===== src/rtl/bcd_key_pkg.sv =====
// Shared types and helpers for the debounced 10-line-to-BCD key encoder.
// Holds the FSM state type and the priority encoder used by the top level.
package bcd_key_pkg;

    localparam int BCD_W     = 4;
    localparam int NUM_LINES = 10;
    localparam int DB_W      = 8;

    typedef enum logic {
        IDLE,
        HOLD
    } state_e;

    typedef struct packed {
        logic [BCD_W-1:0] code;
        logic             multi;
    } enc_t;

    // Line 0 has the highest priority; multi flags more than one low line.
    function automatic enc_t prio_encode(
        input logic [NUM_LINES-1:0] lines_n
    );
        enc_t       r;
        logic [3:0] n_low;
        r     = '0;
        n_low = '0;
        for (int i = NUM_LINES - 1; i >= 0; i--) begin
            if (!lines_n[i]) begin
                r.code = BCD_W'(i);
                n_low  = n_low + 4'd1;
            end
        end
        r.multi = (n_low > 4'd1);
        return r;
    endfunction

endpackage


===== src/rtl/bcd_code_fifo.sv =====
// First-word-fall-through FIFO for BCD codes, power-of-two depth.
// A pop frees its slot for a push in the same cycle, even when full.
module bcd_code_fifo #(
    parameter int DEPTH = 4,
    parameter int W     = 4
) (
    input  logic                     clk,
    input  logic                     rst_n,
    input  logic                     push_i,
    input  logic [W-1:0]             data_i,
    input  logic                     pop_i,
    output logic [W-1:0]             data_o,
    output logic [$clog2(DEPTH):0]   count_o,
    output logic                     full_o,
    output logic                     empty_o
);

    localparam int AW = $clog2(DEPTH);
    localparam int CW = AW + 1;

    logic [W-1:0]  mem_q [DEPTH];
    logic [AW-1:0] wr_ptr_q, wr_ptr_d;
    logic [AW-1:0] rd_ptr_q, rd_ptr_d;
    logic [CW-1:0] count_q, count_d;
    logic          do_push;
    logic          do_pop;

    assign empty_o = (count_q == '0);
    assign full_o  = (count_q == CW'(DEPTH));
    assign count_o = count_q;
    assign data_o  = empty_o ? '0 : mem_q[rd_ptr_q];

    assign do_pop  = pop_i & ~empty_o;
    assign do_push = push_i & (~full_o | do_pop);

    always_comb begin
        wr_ptr_d = wr_ptr_q;
        rd_ptr_d = rd_ptr_q;
        count_d  = count_q;
        if (do_push) begin
            wr_ptr_d = wr_ptr_q + AW'(1);
        end
        if (do_pop) begin
            rd_ptr_d = rd_ptr_q + AW'(1);
        end
        unique case ({do_push, do_pop})
            2'b10:   count_d = count_q + CW'(1);
            2'b01:   count_d = count_q - CW'(1);
            default: count_d = count_q;
        endcase
    end

    always_ff @(posedge clk) begin
        if (!rst_n) begin
            wr_ptr_q <= '0;
            rd_ptr_q <= '0;
            count_q  <= '0;
        end else begin
            wr_ptr_q <= wr_ptr_d;
            rd_ptr_q <= rd_ptr_d;
            count_q  <= count_d;
        end
    end

    always_ff @(posedge clk) begin
        if (do_push) begin
            mem_q[wr_ptr_q] <= data_i;
        end
    end

endmodule


===== src/rtl/bcd_key_encoder.sv =====
// Synchronized, debounced 10-line-to-BCD encoder with one code per press.
// Codes are queued in a small FWFT FIFO drained through valid/ready.
module bcd_key_encoder
    import bcd_key_pkg::*;
#(
    parameter int DEBOUNCE_CYCLES = 4,
    parameter int FIFO_DEPTH      = 4
) (
    input  logic                          clk,
    input  logic                          rst_n,
    input  logic [9:0]                    lines_n,
    output logic [3:0]                    code_o,
    output logic                          valid_o,
    input  logic                          ready_i,
    output logic                          multi_o,
    output logic                          overflow_o,
    output logic [$clog2(FIFO_DEPTH):0]   count_o
);

    localparam logic [DB_W-1:0] DB_MAX = DB_W'(DEBOUNCE_CYCLES);

    logic [NUM_LINES-1:0] sync1_q;
    logic [NUM_LINES-1:0] sync2_q;
    logic [NUM_LINES-1:0] prev_q;
    logic [NUM_LINES-1:0] stable_q, stable_d;
    logic [DB_W-1:0]      cnt_q, cnt_d;
    state_e               state_q, state_d;
    logic                 overflow_q, overflow_d;

    enc_t                 enc;
    logic                 idle_pat;
    logic                 push;
    logic                 pop;
    logic                 fifo_full;
    logic                 fifo_empty;

    // cnt counts consecutive identical synchronized samples.
    always_comb begin
        cnt_d    = cnt_q;
        stable_d = stable_q;
        if (sync2_q != prev_q) begin
            cnt_d = DB_W'(1);
        end else if (cnt_q != DB_MAX) begin
            cnt_d = cnt_q + DB_W'(1);
        end
        if (cnt_d == DB_MAX) begin
            stable_d = sync2_q;
        end
    end

    assign enc      = prio_encode(stable_q);
    assign idle_pat = &stable_q;

    always_comb begin
        state_d = state_q;
        push    = 1'b0;
        multi_o = 1'b0;
        unique case (state_q)
            IDLE: begin
                if (!idle_pat) begin
                    push    = 1'b1;
                    multi_o = enc.multi;
                    state_d = HOLD;
                end
            end
            HOLD: begin
                if (idle_pat) begin
                    state_d = IDLE;
                end
            end
            default: state_d = IDLE;
        endcase
    end

    assign pop        = valid_o & ready_i;
    assign overflow_d = overflow_q | (push & fifo_full & ~pop);

    always_ff @(posedge clk) begin
        if (!rst_n) begin
            sync1_q    <= '1;
            sync2_q    <= '1;
            prev_q     <= '1;
            stable_q   <= '1;
            cnt_q      <= '0;
            state_q    <= IDLE;
            overflow_q <= 1'b0;
        end else begin
            sync1_q    <= lines_n;
            sync2_q    <= sync1_q;
            prev_q     <= sync2_q;
            stable_q   <= stable_d;
            cnt_q      <= cnt_d;
            state_q    <= state_d;
            overflow_q <= overflow_d;
        end
    end

    bcd_code_fifo #(
        .DEPTH (FIFO_DEPTH),
        .W     (BCD_W)
    ) u_fifo (
        .clk     (clk),
        .rst_n   (rst_n),
        .push_i  (push),
        .data_i  (enc.code),
        .pop_i   (pop),
        .data_o  (code_o),
        .count_o (count_o),
        .full_o  (fifo_full),
        .empty_o (fifo_empty)
    );

    assign valid_o    = ~fifo_empty;
    assign overflow_o = overflow_q;

endmodule


===== config.mk =====
export PLATFORM = sky130hd
export DESIGN_NAME = bcd_key_encoder
export DESIGN_NICKNAME = d
export VERILOG_FILES = /design/src/rtl/bcd_key_pkg.sv /design/src/rtl/bcd_code_fifo.sv /design/src/rtl/bcd_key_encoder.sv
export SDC_FILE = /design/constraint.sdc
export NUM_CORES = 1
export LEC_CHECK = 0
export CELL_PAD_IN_SITES_DETAIL_PLACEMENT = 1
export CELL_PAD_IN_SITES_GLOBAL_PLACEMENT = 2
export CORE_MARGIN = 10
export CORE_UTILIZATION = 41
export CTS_CLUSTER_DIAMETER = 80
export DETAILED_ROUTE_END_ITERATION = 7
export DONT_BUFFER_PORTS = 1
export GPL_ROUTABILITY_DRIVEN = 1
export PLACE_DENSITY = 0.8
export SLEW_MARGIN = 10
export SYNTH_ARGS = -nofsm -noshare
export SYNTH_HDL_FRONTEND = slang
export SYNTH_SLANG_ARGS = --single-unit

===== constraint.sdc =====
create_clock -name clk -period 4.6 [get_ports clk]
set_input_delay 0.23 -clock clk [delete_from_list [all_inputs] [get_ports clk]]
set_output_delay 0.23 -clock clk [all_outputs]
set_load 0.01 [all_outputs]

### After elaboration in Yosys (flattened, before gate mapping)

Memories as Yosys holds them, arrays and structs flattened. A register that Yosys moved wholly into a read port is not among the register bits.
Index checks and enable logic that the tools add are counted.

* flip-flop bits (word level): 57
* input port bits: 13
* memory bits (writable): 16
* memories kept: 1
* output and inout bits: 10

* $add $sub $neg: 14
* bitwise logic cells: 10
* reduce and logical (&&, ||, !) cells: 3
* multiplexer cells: 32
* equality and inequality tests: 6
* $lt $le $gt $ge: 1

Memory list
* u_fifo.mem_q: words 4, width 4, rd ports 1, clocked after memory_dff 1, write ports 1, line bcd_code_fifo.sv:21 `logic [W-1:0] mem_q [DEPTH];`

Operators by type and width (number)
* $mux 4: 20
* $add 4x1->4 const B: 9
* $mux 8: 2
* $ne 10x10->1: 1
* $reduce_and 10->1: 1
* $add 8x1->8 const B: 1
* $eq 8x3->1 const B: 1
* $ne 8x3->1 const B: 1
* $mux 1: 7
* $pmux 3 s2: 1
* $and 1x1->1: 5
* $add 2x1->2 const B: 2
* $gt 4x1->1 const B: 1
* $mux 2: 2
* $add 3x1->3 const B: 1
* $eq 3x3->1 const B: 1
* $logic_not 3->1: 1
* $not 1->1: 3
* $sub 3x1->3 const B: 1
* $eq 2x1->1 const B: 1
* $eq 2x2->1 const B: 1
* $or 1x1->1: 2
* $reduce_bool 2->1: 1

### Logic depth before layout (Yosys ltp)

* word-level depth: 22
* mapped depth: 23
* mapped depth without buffers: 23

### Modules after synthesis

A second synthesis with hierarchy kept.

* cell total of the unflattened synthesis: 385
* area total of the unflattened synthesis: 3863.7 um^2

Modules (own cells, without submodules)
* bcd_key_encoder: cells an instance 293, instances 1, area an instance 2693.8 um^2, seq. area each 1001.0 um^2
* bcd_code_fifo: cells an instance 92, instances 1, area an instance 1169.9 um^2, seq. area each 660.6 um^2

### Worst setup path after synthesis

No wires, ideal clock.

* kind: reg2out
* start: reg stable_q[8]
* end: out multi_o
* arrival time: 4.181 ns
* cell stages (with the launch flop): 20
* path buffers: 0
* path slack: 0.189 ns
* cell sequence: dfxtp_1 > inv_1 > ha_1 > xnor2_4 > ha_1 > nor2b_1 > a31oi_1 > xor2_1 > mux2_2 > ha_1 > o22ai_1 > xnor2_1 > o21ai_0 > ha_1 > nor2b_1 > xnor2_1 > xnor2_4 > o31ai_4 > xnor2_1 > a21oi_1

* longest elaborated chain between the ends: 20

Ends and longest elaborated chain
* start, declared: line bcd_key_encoder.sv:25 `logic [NUM_LINES-1:0] stable_q, stable_d;`
* start signal, assigned: line bcd_key_encoder.sv:91 `stable_q <= stable_d;`
* $mux 4: line bcd_key_pkg.sv:28 `if (!lines_n[i]) begin`
* $add 4x1->4: line bcd_key_pkg.sv:30 `n_low = n_low + 4'd1;`
* $mux 4: line bcd_key_pkg.sv:28
* $add 4x1->4: line bcd_key_pkg.sv:30
* $mux 4: line bcd_key_pkg.sv:28
* $add 4x1->4: line bcd_key_pkg.sv:30
* $mux 4: line bcd_key_pkg.sv:28
* $add 4x1->4: line bcd_key_pkg.sv:30
* (+4 left out)
* $mux 4: line bcd_key_pkg.sv:28
* $add 4x1->4: line bcd_key_pkg.sv:30
* $mux 4: line bcd_key_pkg.sv:28
* $add 4x1->4: line bcd_key_pkg.sv:30
* $mux 4: line bcd_key_pkg.sv:28
* $gt 4x1->1: line bcd_key_pkg.sv:33 `r.multi = (n_low > 4'd1);`
* $mux 1 (*): line bcd_key_encoder.sv:60 `if (!idle_pat) begin`
* $mux 1 (*): line bcd_key_encoder.sv:58 `unique case (state_q)`
* end, declared: line bcd_key_encoder.sv:15 `output logic multi_o,`

Every way passes the cells marked *; elsewhere a longest branch is shown, timed or not.

### Worst setup path after layout

Same ends and word-level chain as after synthesis.

==> results.txt <==
status -> complete, but fails checks
failing checks -> setup timing
final setup fails -> 1
Storage cell area -> 1665 um^2
slew margin rel. -> 61.57%
Post-Synth XOR/XNOR Area -> 13.38%
met2 Use GR -> 22.45%
flops & latches, synth -> 75
syn nets -> 401
Final Max Tran Viols -> 0
Num CTS Buffers -> 9
filler instances -> 976
vias in the first global route -> 2886
most common cell after layout, fill and taps aside -> dfxtp_1
DRC -> 0
Max Fclk -> 214.7 MHz
clock-pin transition on the worst setup and hold timing paths -> 0.09 ns
Least-Margin Pin Slew -> 0.5724 ns
layout cells sized above 1 -> 21.39%
maximum vdd ir drop -> 0.0002791 V
initial core utilization -> 42.58%
Compound-Gate Fraction of Synth Area -> 6.310%
DR iter-0 viols -> 83
maxcap violations -> 0
final WL -> 8.089 mm
Cells after DPL -> 471
First-pass DRT Iterations -> 4
largest area contributor in the netlist -> dfxtp_1
post-synthesis async set-or-reset flop share -> 0%
CTS H-tree lvls -> 3
mux contribution to synthesized area -> 3.886%
Synth Instances -> 369
post-synthesis sequential area ratio -> 44.10%
row cnt -> 34
CTS tree -> yes
Clock Root Buffer -> clkbuf_8
Arr. time, crit path -> 4.43 ns
syn avg cell area -> 10.21 um^2
Clock Tree Buf Depth -> 2
Int Pwr -> 1.130 mW
max incr delay on CP -> 0.33 ns
Crit Path Category -> flip-flop to primary output
RSZ-0062 raised after global routing -> yes
Layout Cells excl Fill -> 510
worst skew pair latency -> 0.35 ns
die area -> 13420 um^2
first-pass GRT wire length -> 13.97 mm
clk_skew -> 0.01266 ns
Syn. warnings -> 0
CP Max Fanout -> 4
Critical Path Slowest Stage Cell -> dfxtp_2
Post-Synth Simple-Gate Area -> 22.55%
Area contributors post-synth -> dfxtp_1 31%, edfxtp_1 13%, xnor2_1 7.4%, ha_1 6.0%, nand2b_1 5.1%
CP required -> 4.37 ns
total power -> 1.550 mW
Final ANT Viol Nets -> 0
Ant. Diodes -> 0
initial antenna violation count -> 0
PwrDens -> 340.0 nW/um^2
Mapped Area -> 3767 um^2
adder-cell share of the synthesized area -> 6.509%
largest net degree at the start of global routing -> 48
GR peak layer -> met2
clock power share -> 36.3%
crit path cell chain -> buf_4 -> ha_2 -> or2_4 -> nand2_4 -> xnor2_2 -> o21ai_2 -> ha_1 -> xor2_1 -> o211ai_1 -> o21a_4 -> ha_4 -> xnor2_2 -> nor3_1 -> a31oi_1 -> o21ai_1 -> ha_2 -> nand2_2 -> mux2_4 -> o31ai_4 -> xnor2_1 -> a21oi_1 -> buf_4
Worst setup EP type -> primary output
vias per std cell -> 5.071
Port Buf Inserts -> 0
Vias -> 2586
Layout Nets -> 429
Syn-to-layout area delta -> 21.02%
sw frac -> 27.08%
die width -> 115.9 um
met1 GRT Util -> 15.32%
sequential power share -> 48.7%
part of the cycle the worst path needs -> 101.3%
worst path bufs/invs -> 2
Leakage -> 1.854 nW
library cells used by synthesis -> 52
height of the die -> 115.9 um
GR met3 Demand/Resource -> 3.411%
Synth top area share -> 31.35%
EDFF count, synth -> 16
Final WS setup -> -0.05778 ns
Hold WS -> 0.02095 ns
grt ovf -> 0
top_reg_cell synth -> dfxtp_1
largest family of logic cells by synthesized area -> simple AND/OR/NAND/NOR gates
Global Route Usage Sum -> 13.01%
gp weighted congestion -> 0.7707
number of top-level pins -> 23
final hold violation count -> 0
Sink Count -> 75
commonest non-fill, non-tap cells in the layout -> 56 x dfxtp_1, 31 x nand3_1, 31 x nand2_1, 31 x nand2b_1, 27 x xnor2_1
Crit path max-delay family -> compound AO/OA/AOI/OAI gates
worst min path class -> input port to flip-flop
Net Sw Power -> 419.7 uW
DP Worst Slack -> -0.2391 ns
area occupied by multi-input gates -> 2212 um^2
HPWL after DPL -> 5.460 mm
Comb pwr share -> 15.0%
CP Launch Type -> flip-flop
WL/cell -> 15.86 um
core footprint -> 8848 um^2
min Tclk post-route -> 4.658 ns
per-layer routing:
metal | share of wire [%] | up-vias
met2 | 50 | 30
met3 | 2.9 | 6
li1 | - | 1309
met1 | 45 | 1241
met4 | 1.2 | 0
met5 | 0 | -
state kept, by name, summed over array words and instances, names as in the netlist, named ones only:
name	cells
prev_q	10
sync1_q	10
u_fifo.rd_ptr_q	2
cnt_q	8
u_fifo.count_o	3
stable_q	10
u_fifo.wr_ptr_q	2
sync2_q	10
u_fifo.mem_q	16
overflow_o	1
state_q	1
metrics by stage:
stage	TNS [ns]	cell area (um^2)	util, %
2_1_floorplan	0	3767	-
3_3_place_gp	0	3891	43.98
3_5_place_dp	-0.2391	3891	43.98
4_1_cts	-0.01946	4481	50.64
5_1_grt	-0.2273	4559	51.53
6_report	-0.05778	4559	51.53
path summary, 6_finish.rpt:
path,startpoint,to,slack (ns),depth (start not counted)
hold / removal,rst_n,u_fifo.wr_ptr_q[1]$_SDFFE_PN0P_,0.02,1
hold reg to reg,sync1_q[6]$_SDFF_PN1_,sync2_q[6]$_SDFF_PN1_,0.40,1
setup / recovery,stable_q[8]$_SDFFE_PN1N_,multi_o,-0.06,22
setup reg to reg,stable_q[6]$_SDFFE_PN1N_,u_fifo.count_o[2]$_SDFFE_PN0P_,2.04,9
cells in the mapped netlist (2+ instances only):
master	instances
dfxtp_1	59
nand2_1	35
xnor2_1	32
nand2b_1	31
nand3_1	31
ha_1	18
edfxtp_1	16
and2_1	15
inv_1	12
nor2_1	12
xor2_1	11
clkbuf_1	10
nand4_1	7
nor2b_1	7
o21ai_0	7
a21oi_1	5
a21boi_0	4
a31oi_1	4
mux4_2	4
nor3_1	4
mux2i_1	3
xnor2_2	3
and2b_1	2
buf_6	2
nand3b_1	2
nor4b_1	2
o21a_1	2
o22a_1	2
or2b_1	2
or3_1	2
xnor2_4	2
cell type report:
cell class	count	share of cell area, %
tap	108	2.964
clock buffer	9	2.717
timing repair buffer	31	6.092
inverter	12	0.9879
sequential	75	36.53
clock inverter	7	2.195
multi-input combinational	268	48.52
cell families (layout without fill, tap and decap cells):
family	count (synthesis)	after routing
AND/OR/NAND/NOR	158	158
flip-flops	75	75
XOR/XNOR	49	49
AO/OA/AOI/OAI	33	33
buffers and inverters	26	59
adder cells (fa/ha/maj)	19	19
multiplexers	9	9
power groups by stage:
stage	sequential, mW	combinational (mW)	clock, mW
after floorplan	0.757	0.190	0
after global placement	0.770	0.213	0
after detailed placement	0.772	0.220	0
after CTS	0.757	0.236	0.583
after global routing	0.763	0.264	0.615
final	0.754	0.232	0.563
timing repair:
action / in CTS / in global routing
setup buffers: 9 / 3
setup endpoints to repair: 1 / 1
pin swaps: 20 / 16
endpoints found under the hold margin: 47 / 0
hold buffers: 11 / 0
gates resized for setup: 38 / 10
Note: power is estimated with default switching activity, not from simulation.
